===== src/rtl/sample_mem_loader_if.sv =====
// ---------------------------------------------------------------------------
// sample_mem_loader_if
//   Bundles the load request, the incoming sample stream and the sample-RAM
//   write port of the sample buffer loader.
//
//   Parameters
//     DW  sample width (two's complement)
//     AW  RAM address width
//
//   Signals
//     do_load       level request; 1 = load/hold, 0 = abort/idle
//     sample_in     signed sample, qualified by sample_valid
//     sample_valid  one-cycle strobe per sample
//     addr          RAM write address
//     data_out      RAM write data (signed)
//     we            RAM write enable, one cycle per write
//     busy          high while the buffer is being filled
//     mem_loaded    high once DEPTH fresh samples have been written
//
//   Modports
//     master  sample source / controller side
//     slave   loader side
// ---------------------------------------------------------------------------
interface sample_mem_loader_if #(
  parameter int DW = 10,
  parameter int AW = 11
);
  logic                 do_load;
  logic signed [DW-1:0] sample_in;
  logic                 sample_valid;
  logic        [AW-1:0] addr;
  logic signed [DW-1:0] data_out;
  logic                 we;
  logic                 busy;
  logic                 mem_loaded;

  modport master (
    output do_load, sample_in, sample_valid,
    input  addr, data_out, we, busy, mem_loaded
  );

  modport slave (
    input  do_load, sample_in, sample_valid,
    output addr, data_out, we, busy, mem_loaded
  );
endinterface


===== src/rtl/sample_mem_loader.sv =====
// ---------------------------------------------------------------------------
// sample_mem_loader
//   Fills the signed sample buffer with DEPTH sequential writes taken from
//   the incoming sample stream. While do_load is held high the loader moves
//   IDLE -> FILL -> DONE; dropping do_load returns it to IDLE from any state
//   and leaves whatever was written in place. All outputs are registered.
//
//   Optional feature (macro LOAD_DECIM_EN):
//     When defined, only the first strobe and every DECIM-th strobe after it
//     are written; DEPTH writes are still required to finish.
//     When undefined, every valid strobe is written and DECIM is unused.
//
//   Parameters
//     DEPTH  words written per load (address width = $clog2(DEPTH))
//     DW     sample width
//     DECIM  decimation ratio, 1..255 (LOAD_DECIM_EN only)
//
//   Ports
//     clk    system clock, rising edge
//     rst_n  asynchronous active-low reset
//     bus    sample_mem_loader_if.slave (request, stream in, RAM write out)
// ---------------------------------------------------------------------------
module sample_mem_loader #(
  parameter int DEPTH = 2048,
  parameter int DW    = 10,
  parameter int DECIM = 4
) (
  input  logic                  clk,
  input  logic                  rst_n,
  sample_mem_loader_if.slave    bus
);

  localparam int AW = $clog2(DEPTH);
  localparam logic [AW-1:0] LAST_IDX = AW'(DEPTH - 1);

  typedef enum logic [1:0] {
    S_IDLE = 2'd0,
    S_FILL = 2'd1,
    S_DONE = 2'd2
  } state_t;

  state_t               r_state;
  state_t               w_state_nxt;
  logic        [AW-1:0] r_idx;
  logic        [AW-1:0] r_addr;
  logic signed [DW-1:0] r_data;
  logic                 r_we;
  logic                 r_busy;
  logic                 r_loaded;

  logic                 w_strobe;   // qualified strobe inside an active fill
  logic                 w_keep;     // this strobe is selected for writing
  logic                 w_wr;       // a RAM write is issued on this edge
  logic        [AW-1:0] w_addr_nxt;
  logic signed [DW-1:0] w_data_nxt;
  logic                 w_busy_nxt;
  logic                 w_loaded_nxt;

  // Strobes only count in FILL while the request is still up; a strobe in
  // the cycle that do_load drops is discarded.
  assign w_strobe = (r_state == S_FILL) && bus.do_load && bus.sample_valid;
  assign w_wr     = w_strobe && w_keep;

`ifdef LOAD_DECIM_EN
  localparam logic [7:0] DECIM_LAST = 8'(DECIM - 1);

  logic [7:0] r_dcnt;

  assign w_keep = (r_dcnt == 8'd0);

  // Mod-DECIM strobe counter, cleared whenever the loader is not filling so
  // that every load starts by writing its first strobe.
  always_ff @(posedge clk or negedge rst_n) begin
    if (!rst_n) begin
      r_dcnt <= 8'd0;
    end else if (r_state != S_FILL || !bus.do_load) begin
      r_dcnt <= 8'd0;
    end else if (w_strobe) begin
      r_dcnt <= (r_dcnt == DECIM_LAST) ? 8'd0 : r_dcnt + 8'd1;
    end
  end
`else
  assign w_keep = 1'b1;
`endif

  // State register and registered outputs.
  // NOTE: sequential state uses non-blocking assignments so every register
  // samples pre-edge values regardless of statement order.
  always_ff @(posedge clk or negedge rst_n) begin
    if (!rst_n) begin
      r_state  <= S_IDLE;
      r_idx    <= '0;
      r_addr   <= '0;
      r_data   <= '0;
      r_we     <= 1'b0;
      r_busy   <= 1'b0;
      r_loaded <= 1'b0;
    end else begin
      r_state  <= w_state_nxt;
      r_addr   <= w_addr_nxt;
      r_data   <= w_data_nxt;
      r_we     <= w_wr;
      r_busy   <= w_busy_nxt;
      r_loaded <= w_loaded_nxt;
      // The index restarts at 0 on every entry into FILL and stops at the
      // last address instead of wrapping.
      if (w_state_nxt != S_FILL) begin
        r_idx <= '0;
      end else if (w_wr && r_idx != LAST_IDX) begin
        r_idx <= r_idx + 1'b1;
      end
    end
  end

  // Next-state logic. do_load low overrides everything.
  always_comb begin
    // NOTE: default assignment first keeps this combinational block free of
    // inferred latches on paths that do not assign it.
    w_state_nxt = r_state;
    if (!bus.do_load) begin
      w_state_nxt = S_IDLE;
    end else begin
      unique case (r_state)
        S_IDLE:  w_state_nxt = S_FILL;
        S_FILL:  if (w_wr && r_idx == LAST_IDX) w_state_nxt = S_DONE;
        S_DONE:  w_state_nxt = S_DONE;
        default: w_state_nxt = S_IDLE;
      endcase
    end
  end

  // Output logic: values the output registers take on the next edge.
  // addr/data_out hold their last write when no write is issued.
  always_comb begin
    w_addr_nxt   = r_addr;
    w_data_nxt   = r_data;
    w_busy_nxt   = (w_state_nxt == S_FILL);
    w_loaded_nxt = (w_state_nxt == S_DONE);
    if (w_wr) begin
      w_addr_nxt = r_idx;
      w_data_nxt = bus.sample_in;
    end
  end

  assign bus.addr       = r_addr;
  assign bus.data_out   = r_data;
  assign bus.we         = r_we;
  assign bus.busy       = r_busy;
  assign bus.mem_loaded = r_loaded;

endmodule

===== src/flat_wrapper.sv =====
// flat-port wrapper written by rule: the top's interface ports become plain ports
module sample_mem_loader_flat 
#(
  parameter int DEPTH = 2048,
  parameter int DW    = 10,
  parameter int DECIM = 4
)
  (clk, rst_n, bus_do_load, bus_sample_in, bus_sample_valid, bus_addr, bus_data_out, bus_we, bus_busy, bus_mem_loaded);
  sample_mem_loader_if #(.DW(DW)) bus_i ();
  input  logic clk;
  input  logic rst_n;
  input wire logic [$bits(bus_i.do_load)-1:0] bus_do_load;
  input wire logic [$bits(bus_i.sample_in)-1:0] bus_sample_in;
  input wire logic [$bits(bus_i.sample_valid)-1:0] bus_sample_valid;
  output wire logic [$bits(bus_i.addr)-1:0] bus_addr;
  output wire logic [$bits(bus_i.data_out)-1:0] bus_data_out;
  output wire logic [$bits(bus_i.we)-1:0] bus_we;
  output wire logic [$bits(bus_i.busy)-1:0] bus_busy;
  output wire logic [$bits(bus_i.mem_loaded)-1:0] bus_mem_loaded;
  assign bus_i.do_load = bus_do_load;
  assign bus_i.sample_in = bus_sample_in;
  assign bus_i.sample_valid = bus_sample_valid;
  assign bus_addr = bus_i.addr;
  assign bus_data_out = bus_i.data_out;
  assign bus_we = bus_i.we;
  assign bus_busy = bus_i.busy;
  assign bus_mem_loaded = bus_i.mem_loaded;
  sample_mem_loader #(.DEPTH(DEPTH), .DW(DW), .DECIM(DECIM)) u_core (.clk(clk), .rst_n(rst_n), .bus(bus_i));
endmodule

===== config.mk =====
export PLATFORM = sky130hd
export DESIGN_NAME = sample_mem_loader_flat
export DESIGN_NICKNAME = d
export VERILOG_FILES = /design/src/rtl/sample_mem_loader_if.sv /design/src/rtl/sample_mem_loader.sv /design/src/flat_wrapper.sv
export SDC_FILE = /design/constraint.sdc
export NUM_CORES = 1
export LEC_CHECK = 0
export ABC_CLOCK_PERIOD_IN_PS = 1970
export BUFFER_PORTS_ARGS = -buffer_cell sky130_fd_sc_hd__buf_2
export CORE_ASPECT_RATIO = 1.2
export CORE_MARGIN = 1.5
export CORE_UTILIZATION = 40
export CTS_BUF_LIST = sky130_fd_sc_hd__clkbuf_2
export CTS_CLUSTER_DIAMETER = 100
export DETAILED_ROUTE_END_ITERATION = 10
export PLACE_DENSITY = 0.61
export SYNTH_ARGS = -nofsm -noshare
export SYNTH_HDL_FRONTEND = slang
export SYNTH_SLANG_ARGS = --single-unit

===== constraint.sdc =====
create_clock -name clk -period 1.97 [get_ports clk]
set_input_delay 0.0985 -clock clk [delete_from_list [all_inputs] [get_ports clk]]
set_output_delay 0.0985 -clock clk [all_outputs]
set_load 0.05 [all_outputs]

-- After elaboration in Yosys (flattened, before gate mapping)
Cells that the tools add are included.
- bits in read-only memories: 0
- memory bits (writable): 0
- word-level logic and storage cells: 26
- input port bits: 14
- latch bits: 0
- output and inout bits: 24
- register bits after elaboration: 37
- memories kept: 0
- multiply operators: 0
- divide/modulo/power cells: 0
- reduce and logical (&&, ||, !) cells: 6
- muxes and demuxes: 5
- shift-type cells: 0
- equality and inequality tests: 7
- magnitude comparators: 0
- bitwise operators: 0
- add/sub/neg operators: 1
- operators by type and width (operator ; count):
    2-to-1 mux 11 bit ; 2
    adder 11 x 1 -> 11 bit (second input constant) ; 1
    equality test 11 bit (second input constant) ; 1
    != test 11 bit (second input constant) ; 1
    one-hot mux 2 bit (3 select lines) ; 1
    equality test 2 x 1 -> 1 bit (second input constant) ; 2
    equality test 2 bit (second input constant) ; 2
    logical AND 1 bit ; 4
    2-to-1 mux 2 bit ; 2
    zero test 2 bit ; 1
    != test 2 x 1 -> 1 bit (second input constant) ; 1
    nonzero test 2 bit ; 1

-- Depth between registers and ports, before layout
Gate-level depths: netlist of the first run.
- depth in word-level cells: 9
- gate-level depth with buffers: 7
- mapped depth without buffers: 5

-- Worst setup path after synthesis of the first run
No wires, ideal clock.
- kind: flip-flop to flip-flop
- from: register u_core.r_idx[7]
- to: register u_core.r_idx[1]
- arrival time: 1.385 ns
- period minus slack after synthesis: 1.506 ns
- setup slack: 0.464 ns
- setup time: 0.121 ns
- data required time: 1.849 ns
- cell stages (with the launch flop): 5
- path buffers: 0
- cells stage by stage: dfrtp_1 -> nand4_1 -> or2_4 -> or3_4 -> a32o_2
- cells in the longest elaborated chain, start to end: 7
- elaborated cells between the ends (all ways): 10
- classes of those cells: 3 x eq/ne; 4 x mux; 3 x reduce/logical
- RTL lines (item ; line ; source):
    from (decl) ; sample_mem_loader.sv:44 ; logic [AW-1:0] r_idx;
    from (signal assigned) ; sample_mem_loader.sv:110 ; r_idx <= r_idx + 1'b1;
    equality test 11 bit ; sample_mem_loader.sv:125 ; S_FILL: if (w_wr && r_idx == LAST_IDX) w_state_nxt = S_DONE;
    logical AND 1 bit ; sample_mem_loader.sv:125 ;
    2-to-1 mux 2 bit ; sample_mem_loader.sv:125 ;
    one-hot mux 2 bit (3 select lines) ; sample_mem_loader.sv:123 ; unique case (r_state)
    2-to-1 mux 2 bit ; sample_mem_loader.sv:120 ; if (!bus.do_load) begin
    != test 2 x 1 -> 1 bit ; sample_mem_loader.sv:107 ; if (w_state_nxt != S_FILL) begin
    2-to-1 mux 11 bit / nonzero test 2 bit (equally long branches) ; - ;
Several ways; a longest one is shown, not always the timed one.
A chain may end at the register's enable or synchronous reset.

-- Worst setup path after layout of the first run
- from: register u_core.r_idx[0]
- to: register u_core.r_idx[7]
The elaborated chain is that of the path after synthesis.

==> out/metrics.yaml, run 1 <==
place.gp.congestion: 0.7825
slew_violations: 0
async_flop_share_pct: 100.0
cts_tree: "built"
initial_core_util_pct: 42.08
hold_path_class: "primary input to flop"
rsz0062_at_grt: "false"
die_area_um2: 4237
worstSetupStartpointType: "flop"
p_switching_mw: 0.4930
clockRootBuffer: "clkbuf_2"
synth_flop_cell: "dfrtp_1"
rows: 24
p_int_mw: 1.087
fin_ws_ns: 0.2194
grt_util_all_layers_pct: 17.34
drive_gt1_share_pct: 25.35
syn_nets: 175
cts_sinks: 37
fmax_mhz: 571.2
netlist_instances: 160
cts_inserted_buffers: 5
nNetsFinal: 231
first_global_vias: 1348
cp.required_ns: 2.24
min_delay_path_depth: 3
drt_wl_total_um: 3272
relSlewSlack_pct: 47.34
cp-end-kind: "flop"
synth_cell_types: 27
die_x_um: 59.67
place_ws_ns: 0.2955
ys_seq_area_share_pct: 60.06
portBuffers: 37
postCtsSetupRepairBufs: 0
tightest_slew_ns: 0.7899
timing.final.crit_share_pct: 88.86
finalHoldViolations: 0
finalSetupViolCount: 0
first_iter_violations: 46
first_pass_iters: 4
cpMaxStageDelayCell: "dfrtp_1"
leakage_nw: 1.039
clkTransAtPathRegs_ns: 0.19
htreeDepth: 2
crit_path_max_fanout: 9
insertion_delay_ns: 0.39
antenna_found_initial: 0
core_um2: 3664
status: "finished clean"
area_growth_pct: 29.30
dp_hpwl_um: 2289
cts_resized: 0
grt_pass1_wl_um: 5623
synth.avg_cell_area_um2: 9.634
diodes: 0
viasPerCell: 4.714
routedWlPerCell_um: 12.16
syn_area_um2: 1541
drcViolationCount: 0
worstPathCellList: "ha_1 -> nand2_1 -> or3_1 -> o21ai_2 -> nor2_1"
switching_share_pct: 31.20
yosys_register_bits: 37
pwr-share-seq_pct: 52.0
powerDensity_nw_per_um2: 792.8
die_h_um: 71.01
tns_ns: 0
yosysWarningCount: 0
grt_max_degree: 38
clockBufferDepth: 2
num_io_pins: 38
clkPwrFrac_pct: 29.4
cts_hold_buf: 12
p_comb_share_pct: 18.5
ant_nets: 0
worst_path_largest_cell_delay_ns: 0.46
worstRegToRegCells: 5
min_period_ns: 1.751
finalClockSkew_ns: 0.01719
critPathKind: "flop to flop"
cp_data_arrival_time_ns: 2.02
num_vias: 1268
grt-ovfl-total: 0
max_cap_viol_count: 0
peakVddDrop_mv: 0.3632
synth-edff-count: 0
[cell type report]
cell class              instances  area, um^2
repair buffers                 54       342.8
multi-input cells             113       574.3
fillers                       371        1670
clock inverters                 3       41.29
clock buffers                   5       25.02
well taps                      52       65.06
flip-flops and latches         37       925.9
inverters                       5       18.77
[final timing paths]
kind | endpoint | start | slack, ns
worst min-delay path | u_core.r_idx[1] | bus_sample_valid | 0.20
max in group asynchronous | u_core.r_state[1] | rst_n | 1.16
worst min register to register | u_core.bus.data_out[3] | u_core.bus.data_out[3] | 0.49
worst max-delay path | u_core.r_idx[7] | u_core.r_idx[0] | 0.22
worst max register to register | u_core.r_idx[7] | u_core.r_idx[0] | 0.22
min in group asynchronous | u_core.bus.data_out[4] | rst_n | 0.30
[sequential cells by signal, indices dropped and copies added (netlist names)]
signal,cells
u_core.r_state,2
u_core.bus.data_out,10
u_core.r_idx,11
u_core.bus.addr,11
u_core.bus.we,1
u_core.bus.mem_loaded,1
u_core.bus.busy,1
[routing by layer]
layer / up-vias / share of wire [%] / global-route usage, %
met5: - / 0 / 0
met4: 0 / 2.1 / 7.160
met3: 10 / 4.7 / 4.936
met2: 33 / 47 / 29.11
met1: 597 / 46 / 20.33
li1: 628 / - / -
[worst max-delay path, delay by kind of cell (launching register included)]
| family | cells | cell delay, ns |
|---|---|---|
| adder cells (fa/ha/maj) | 1 | 0.23 |
| AO/OA/AOI/OAI | 1 | 0.34 |
| AND/OR/NAND/NOR | 3 | 0.59 |
| flip-flops | 1 | 0.46 |
[cell families after synthesis]
family / Yosys count / synth area share [%]
and+or+nand+nor: 88 / 24.19
DFF: 37 / 60.07
AOI/OAI and AO/OA: 17 / 8.278
buffers and inverters: 10 / 2.679
xor gates and xnor gates: 7 / 3.977
adders and majority gates: 1 / 0.8116
[power by group through the flow]
stage          registers, mW  clock network (mW)  logic [mW]
2_1_floorplan          0.973                   0      0.0521
3_3_place_gp           0.834                   0       0.271
3_5_place_dp           0.837                   0       0.276
4_1_cts                0.822               0.479       0.295
5_1_grt                0.828               0.506       0.317
6_report               0.822               0.465       0.293
[Yosys cell counts, types with 3 or more instances]
cell | count | area share [%]
nand3_1 | 5 | 1.6
nor2_1 | 8 | 1.9
inv_1 | 5 | 1.2
or3_1 | 3 | 1.2
nand2_1 | 63 | 15
o21ai_0 | 4 | 1.3
a21oi_1 | 3 | 0.97
buf_2 | 3 | 0.97
xnor2_1 | 7 | 4.0
dfrtp_1 | 37 | 60
[cell usage in the layout, fill, tap and decap left out]
cell type,count
inv_1,5
nand2_1,63
o21ai_2,1
o21ai_0,4
or3_1,3
o21a_1,2
clkbuf_2,5
or3_4,1
ha_1,1
nor2_1,8
a2111oi_2,1
nor4_1,2
a21boi_0,1
a211oi_1,2
or2_4,1
clkinvlp_4,1
nand4_1,1
dfrtp_1,37
nand2b_1,1
nor2b_1,2
a22o_2,1
a21oi_1,3
a32o_2,1
xnor2_1,7
clkinv_1,1
nor3_1,1
nand3_1,5
buf_4,5
dlygate4sd3_1,12
a2111oi_1,1
buf_2,37
bufinv_16,1
[per-stage QoR]
step                power (mW)  std cells  instance area (um^2)  util (%)  hold slack [ns]
floorplan                1.025        160                  1541         -          -0.1971
global placement         1.106        249                  1807     49.32           0.2159
detailed placement       1.113        249                  1807     49.32           0.2329
CTS                      1.597        269                  1993     54.41           0.1902
global route             1.651        269                  1993     54.41           0.1927
finish                   1.580        269                  1993     54.41           0.2032
Note: power is estimated with default switching activity, not from simulation.
==> run 2, diff against run 1 <==
- CELL_PAD_IN_SITES_DETAIL_PLACEMENT: not set -> 1
- CELL_PAD_IN_SITES_GLOBAL_PLACEMENT: not set -> 2
- CORE_UTILIZATION: 40 -> 33
- PLACE_DENSITY: 0.61 -> 0.79
==> run 2 against run 1 <==
Compared with the run above: sequential share of layout area up 0.59 points; via count down 1.3%; die area up 20%; critical path type unchanged; register-to-register slack better by 0.05 ns; worst setup slack better by 0.047 ns; global-route usage down 1.5 points.
==> out/metrics.yaml, run 2 (same netlist as run 1, synthesis figures left out) <==
insertion_delay_ns: 0.37  # -0.02 ns
cts_resized: 0  # unchanged
rows: 27  # +13%
layout_commonest_cell: "nand2_1"
drcViolationCount: 0  # unchanged
dr.max_layer_used: "met4"
num_vias: 1252  # -1.3%
postLayoutCellArea_um2: 1968  # -1.3%
p_comb_share_pct: 20.5  # +2.0 points
rsz0062_at_grt: "false"
cts_tree: "built"
die_x_um: 65.39  # +9.6%
routedWlPerCell_um: 12.94  # +6.4%
area_growth_pct: 27.68
grt_util_all_layers_pct: 15.79  # -1.5 points
first_pass_iters: 4  # unchanged
cts_inserted_buffers: 5  # unchanged
initial_core_util_pct: 34.05  # -8.0 points
dr_wl_met3_um: 163  # +6.5%
status: "finished clean"
cts_sinks: 37  # unchanged
diodes: 0  # unchanged
cp.required_ns: 2.23  # about the same
postCtsSetupRepairBufs: 0  # unchanged
fmax_mhz: 587.0  # +2.8%
first_iter_violations: 43  # -6.5%
place_ws_ns: 0.2782  # -0.01727 ns
r2r-start: "u_core.r_idx[0]"
htreeDepth: 2  # unchanged
num_io_pins: 38  # unchanged
crit_path_max_fanout: 9  # unchanged
dr_wl_met2_um: 1827  # +18%
drt-met1-wl_um: 1487  # -1.3%
place.gp.congestion: 0.7493  # -4.2%
tightest_slew_ns: 0.8033  # +0.01338 ns
powerDensity_nw_per_um2: 726.1  # -8.4%
clkPwrFrac_pct: 21.9  # -7.5 points
cts_hold_buf: 12  # unchanged
critPathKind: "flop to flop"
grt-ovfl-total: 0  # unchanged
min_period_ns: 1.704  # -0.04701 ns
fillers: 547  # +47%
grt_max_degree: 38  # unchanged
final_util_pct: 43.48  # -11 points
portBuffers: 37  # unchanged
die_area_um2: 5092  # +20%
max_cap_viol_count: 0  # unchanged
worstSetupStartpointType: "flop"
worstSetupStartpoint: "u_core.r_idx[0]"
clockBufferDepth: 2  # unchanged
hold_path_class: "primary input to flop"
die_h_um: 77.87  # +9.7%
viasPerCell: 4.569  # -3.1%
leakage_nw: 1.029  # -0.98%
tns_ns: 0  # unchanged
clkTransAtPathRegs_ns: 0.17  # -0.02 ns
dp_hpwl_um: 2639  # +15%
finalHoldViolations: 0  # unchanged
drt_wl_total_um: 3546  # +8.4%
clockRootBuffer: "clkbuf_2"
pwr-share-seq_pct: 57.6  # +5.6 points
core_um2: 4527  # +24%
grt_pass1_wl_um: 6147  # +9.3%
relSlewSlack_pct: 46.45  # -0.89 points
finalClockSkew_ns: 0.007350  # -0.009839 ns
peakVddDrop_mv: 0.3427  # -5.6%
drive_gt1_share_pct: 25.00  # -0.35 points
ant_nets: 0  # unchanged
cp-end-kind: "flop"
dpl_cell_area_um2: 1814  # +0.42%
fin_ws_ns: 0.2664  # +0.04701 ns
cp_data_arrival_time_ns: 1.97  # -0.05 ns
first_global_vias: 1367  # +1.4%
p_int_mw: 0.9596  # -12%
final_cell_mix: "nand2_1 (63), buf_2 (37), dfrtp_1 (37), dlygate4sd3_1 (12), nor2_1 (8)"
slew_violations: 0  # unchanged
finalSetupViolCount: 0  # unchanged
nNetsFinal: 231  # unchanged
switching_share_pct: 32.85  # +1.6 points
timing.final.crit_share_pct: 86.47  # -2.4 points
min-delay-start: "bus_sample_valid"
p_switching_mw: 0.4694  # -4.8%
antenna_found_initial: 0  # unchanged
-- run 2: cell types whose count changed in the layout (fill, tap and decap cells not counted), sizes merged --
cell / previous run / this run
clkinvlp: 1 / 0
clkbuf: 5 / 6
bufinv: 1 / 0
-- run 2: power by group through the flow --
stage / Combinational (mW) / Clock (mW) / Sequential (mW)
after global routing: 0.315 / 0.369 / 0.830
after global placement: 0.274 / 0 / 0.835
after floorplan: 0.0521 / 0 / 0.973
final: 0.293 / 0.314 / 0.823
after detailed placement: 0.280 / 0 / 0.839
after CTS: 0.298 / 0.335 / 0.824
-- run 2: metal layers --
| layer | track usage (%) | vias to the layer above |
|---|---|---|
| li1 | - | 627 |
| met1 | 18.28 | 588 |
| met2 | 27.35 | 30 |
| met3 | 3.768 | 7 |
| met4 | 6.875 | 0 |
| met5 | 0 | - |
-- run 2: cell type report --
type / count / area, um^2 / share of cell area [%]
clock buffers: 6 / 30.03 / 1.526
multi-input cells: 113 / 574.3 / 29.18
well taps: 58 / 72.57 / 3.687
flip-flops and latches: 37 / 925.9 / 47.04
repair buffers: 54 / 342.8 / 17.42
clock inverters: 1 / 3.754 / 0.1907
inverters: 5 / 18.77 / 0.9536
-- run 2: per-stage QoR --
step / std cells / hold slack (ns) / power (mW)
global placement: 255 / 0.2283 / 1.109
finish: 274 / 0.2269 / 1.429
floorplan: 160 / -0.1971 / 1.025
detailed placement: 255 / 0.2484 / 1.119
CTS: 274 / 0.2076 / 1.457
global route: 274 / 0.2121 / 1.514
-- run 2: critical path, stage by stage (launching register included) --
cell     delay, ns
dfrtp_1       0.44
ha_1          0.23
nand2_1       0.13
or3_1         0.37
o21ai_2       0.33
nor2_1        0.10
-- run 2: path summary, 6_finish.rpt --
kind	cells after the start	slack [ns]	to
worst max register to register	5	0.27	u_core.r_idx[5]
worst max-delay path	5	0.27	u_core.r_idx[5]
worst min-delay path	3	0.23	u_core.r_idx[1]
min in group asynchronous	2	0.31	u_core.bus.data_out[5]
max in group asynchronous	2	1.14	u_core.r_state[1]
worst min register to register	2	0.49	u_core.bus.data_out[5]
==> run 3, diff against run 2 <==
- ABC_AREA: not set -> 1
- PLACE_DENSITY: 0.79 -> 0.8
==> run 3 against run 2 <==
Compared with the run above: area after synthesis is 10% higher; worst setup slack better by 0.27 ns; sequential share of layout area is 2.7 points lower; power is 5.0% higher; clock power is 8.0% higher; fmax is 19% higher; via count is 12% higher; clock-buffer cell count is 2 higher; die area is 9.8% higher; final cell count is 12% higher; worst hold slack better by 0.014 ns.
==> out/metrics.yaml, run 3 <==
status: "finished clean"
fin_cells: 308  # +12%
worstPathCellList: "ha_1 -> inv_1 -> nor2_4 -> nand2_1 -> nor2_1 -> xor2_1 -> nor2_1"
diodes: 0  # unchanged
yosysWarningCount: 0  # unchanged
die_x_um: 68.51  # +4.8%
num_io_pins: 38  # unchanged
peakVddDrop_mv: 0.2165  # -37%
relSlewSlack_pct: 44.43  # -2.0 points
async_flop_share_pct: 100.0  # unchanged
grt_pass1_wl_um: 6451  # +4.9%
ys_seq_area_share_pct: 54.49  # -5.6 points
critical-path-top-delay-family: "simple AND/OR/NAND/NOR gates"
path_buf_inv: 1  # +1
place_ws_ns: 0.5537  # +0.2755 ns
synth.avg_cell_area_um2: 8.713  # -9.6%
cp_data_arrival_time_ns: 1.71  # -0.26 ns
finalHoldViolations: 0  # unchanged
first_global_vias: 1449  # +6.0%
syn_nets: 210  # +20%
r2r-start: "u_core.r_idx[0]"
finalClockSkew_ns: 0.01800  # +0.01065 ns
drt_wl_total_um: 3934  # +11%
routedWlPerCell_um: 12.77  # -1.3%
tns_ns: 0  # unchanged
place.gp.congestion: 0.7266  # -3.0%
yosysTopAreaCellShare_pct: 54.49  # -5.6 points
num_vias: 1396  # +12%
cts_tree: "built"
synth-edff-count: 0  # unchanged
clockRootBuffer: "clkbuf_2"
syn_area_um2: 1699  # +10%
fmax_mhz: 697.4  # +19%
timing.final.crit_share_pct: 72.78  # -14 points
portBuffers: 37  # unchanged
leakage_nw: 1.091  # +6.1%
grt-ovfl-total: 0  # unchanged
synth_area_leaders: "dfrtp_1 (54%), nand2_1 (16%), inv_1 (4.2%)"
worstSetupStartpointType: "flop"
crit_top_cell: "nor2_1"
core_um2: 4940  # +9.1%
finalSetupViolCount: 0  # unchanged
worst_path_largest_cell_delay_ns: 0.42  # -0.02 ns
postCtsSetupRepairBufs: 0  # unchanged
worstSetupStartpoint: "u_core.r_idx[0]"
dp.cells: 288  # +13%
synth_commonest_cells: "nand2_1 (72), dfrtp_1 (37), inv_1 (19)"
grt_util_all_layers_pct: 15.44  # -0.35 points
critPathKind: "flop to flop"
layout_commonest_cell: "nand2_1"
synth_cell_types: 23  # -15%
rows: 28  # +3.7%
initial_core_util_pct: 34.40  # +0.35 points
cts_sinks: 37  # unchanged
htreeDepth: 2  # unchanged
slew_violations: 0  # unchanged
min-delay-start: "bus_sample_valid"
cp-end-kind: "flop"
insertion_delay_ns: 0.38  # about the same
clockBufferDepth: 2  # unchanged
synth_flop_cell: "dfrtp_1"
cp.required_ns: 2.25  # +0.02 ns
area_growth_pct: 22.97
first_iter_violations: 78  # +81%
yosys_register_bits: 37  # unchanged
crit_path_max_fanout: 4  # -5
netlist_instances: 195  # +22%
antenna_found_initial: 0  # unchanged
cpMaxStageDelayCell: "dfrtp_1"
first_pass_iters: 4  # unchanged
max_cap_viol_count: 0  # unchanged
cts_inserted_buffers: 5  # unchanged
fin_ws_ns: 0.5362  # +0.2697 ns
synth_most_common_cell: "nand2_1"
grt_max_degree: 38  # unchanged
yosysTopAreaCell: "dfrtp_1"
drcViolationCount: 0  # unchanged
die_h_um: 81.61  # +4.8%
clkTransAtPathRegs_ns: 0.18  # about the same
drive_gt1_share_pct: 26.61  # +1.6 points
min_period_ns: 1.434  # -0.2697 ns
dp_hpwl_um: 2839  # +7.6%
tightest_slew_ns: 0.8335  # +0.03021 ns
nNetsFinal: 262  # +13%
viasPerCell: 4.532  # -0.81%
hold_path_class: "primary input to flop"
ant_nets: 0  # unchanged
final_cell_mix: "nand2_1 (72), buf_2 (37), dfrtp_1 (37), inv_1 (19), nor2_1 (15)"
die_area_um2: 5590  # +9.8%
rsz0062_at_grt: "false"
powerDensity_nw_per_um2: 718.0  # -1.1%
[run 3: cell types whose count changed after synthesis, sizes merged, moves of 4 or more]
cell / previous run / this run
nand2: 63 / 77
nand4: 1 / 5
or3: 4 / 0
xnor2: 7 / 0
nor2: 8 / 23
inv: 5 / 22
o21ai: 5 / 11
[run 3: worst paths after layout]
| kind | end | slack (ns) | cells after the start |
|---|---|---|---|
| worst max-delay path | u_core.r_idx[6] | 0.54 | 7 |
| worst min-delay path | u_core.bus.we | 0.24 | 4 |
| worst max register to register | u_core.r_idx[6] | 0.54 | 7 |
| worst min register to register | u_core.bus.data_out[0] | 0.49 | 2 |
| max in group asynchronous | u_core.bus.addr[4] | 1.10 | 2 |
| min in group asynchronous | u_core.bus.addr[9] | 0.33 | 2 |
[run 3: cells by family after synthesis]
logic type	after synthesis	synth area share, %
AO/OA/AOI/OAI	14	4.639
buffers and inverters	27	7.217
AND/OR/NAND/NOR	114	31.88
adder cells (fa/ha/maj)	1	0.7363
flip-flops	37	54.49
XOR/XNOR	2	1.031
[run 3: power breakdown]
part / internal, mW / switching, mW / total (mW)
clock network: 0.105 / 0.234 / 0.339
logic: 0.0810 / 0.251 / 0.332
registers: 0.806 / 0.0229 / 0.829
total: 0.992 / 0.508 / 1.50
[run 3: metrics by stage]
stage | utilization (%) | instance area, um^2 | hold WS [ns] | total power [mW]
after global routing | 42.30 | 2090 | 0.2242 | 1.586
after global placement | 39.06 | 1929 | 0.2565 | 1.159
after CTS | 42.30 | 2090 | 0.2171 | 1.536
after floorplan | - | 1699 | -0.1971 | 1.073
after detailed placement | 39.06 | 1929 | 0.2542 | 1.164
final | 42.30 | 2090 | 0.2408 | 1.500
[run 3: tightest hold or removal path, delay by kind of cell]
family                 cells  cell delay, ns
AND/OR/NAND/NOR            2            0.19
buffers and inverters      2            0.28
[run 3: area by class of cell]
class	instances	area, um^2
Clock buffer	8	40.04
Fill cell	623	2850
Inverter	22	85.08
Multi-Input combinational cell	131	650.6
Sequential cell	37	925.9
Tap cell	60	75.07
Timing Repair Buffer	50	312.8
[run 3: routing by layer]
| metal | global-route usage, % | share of wire [%] | vias to the layer above |
|---|---|---|---|
| li1 | - | - | 705 |
| met1 | 17.74 | 45 | 654 |
| met2 | 27.60 | 48 | 31 |
| met3 | 3.425 | 4.9 | 6 |
| met4 | 5.400 | 1.4 | 0 |
| met5 | 0 | 0 | - |
[run 3: what timing repair did]
action,CTS,global route
hold endpoints to repair,49,0
setup endpoints to repair,0,0
hold buffers,12,0
gates resized for setup,0,0
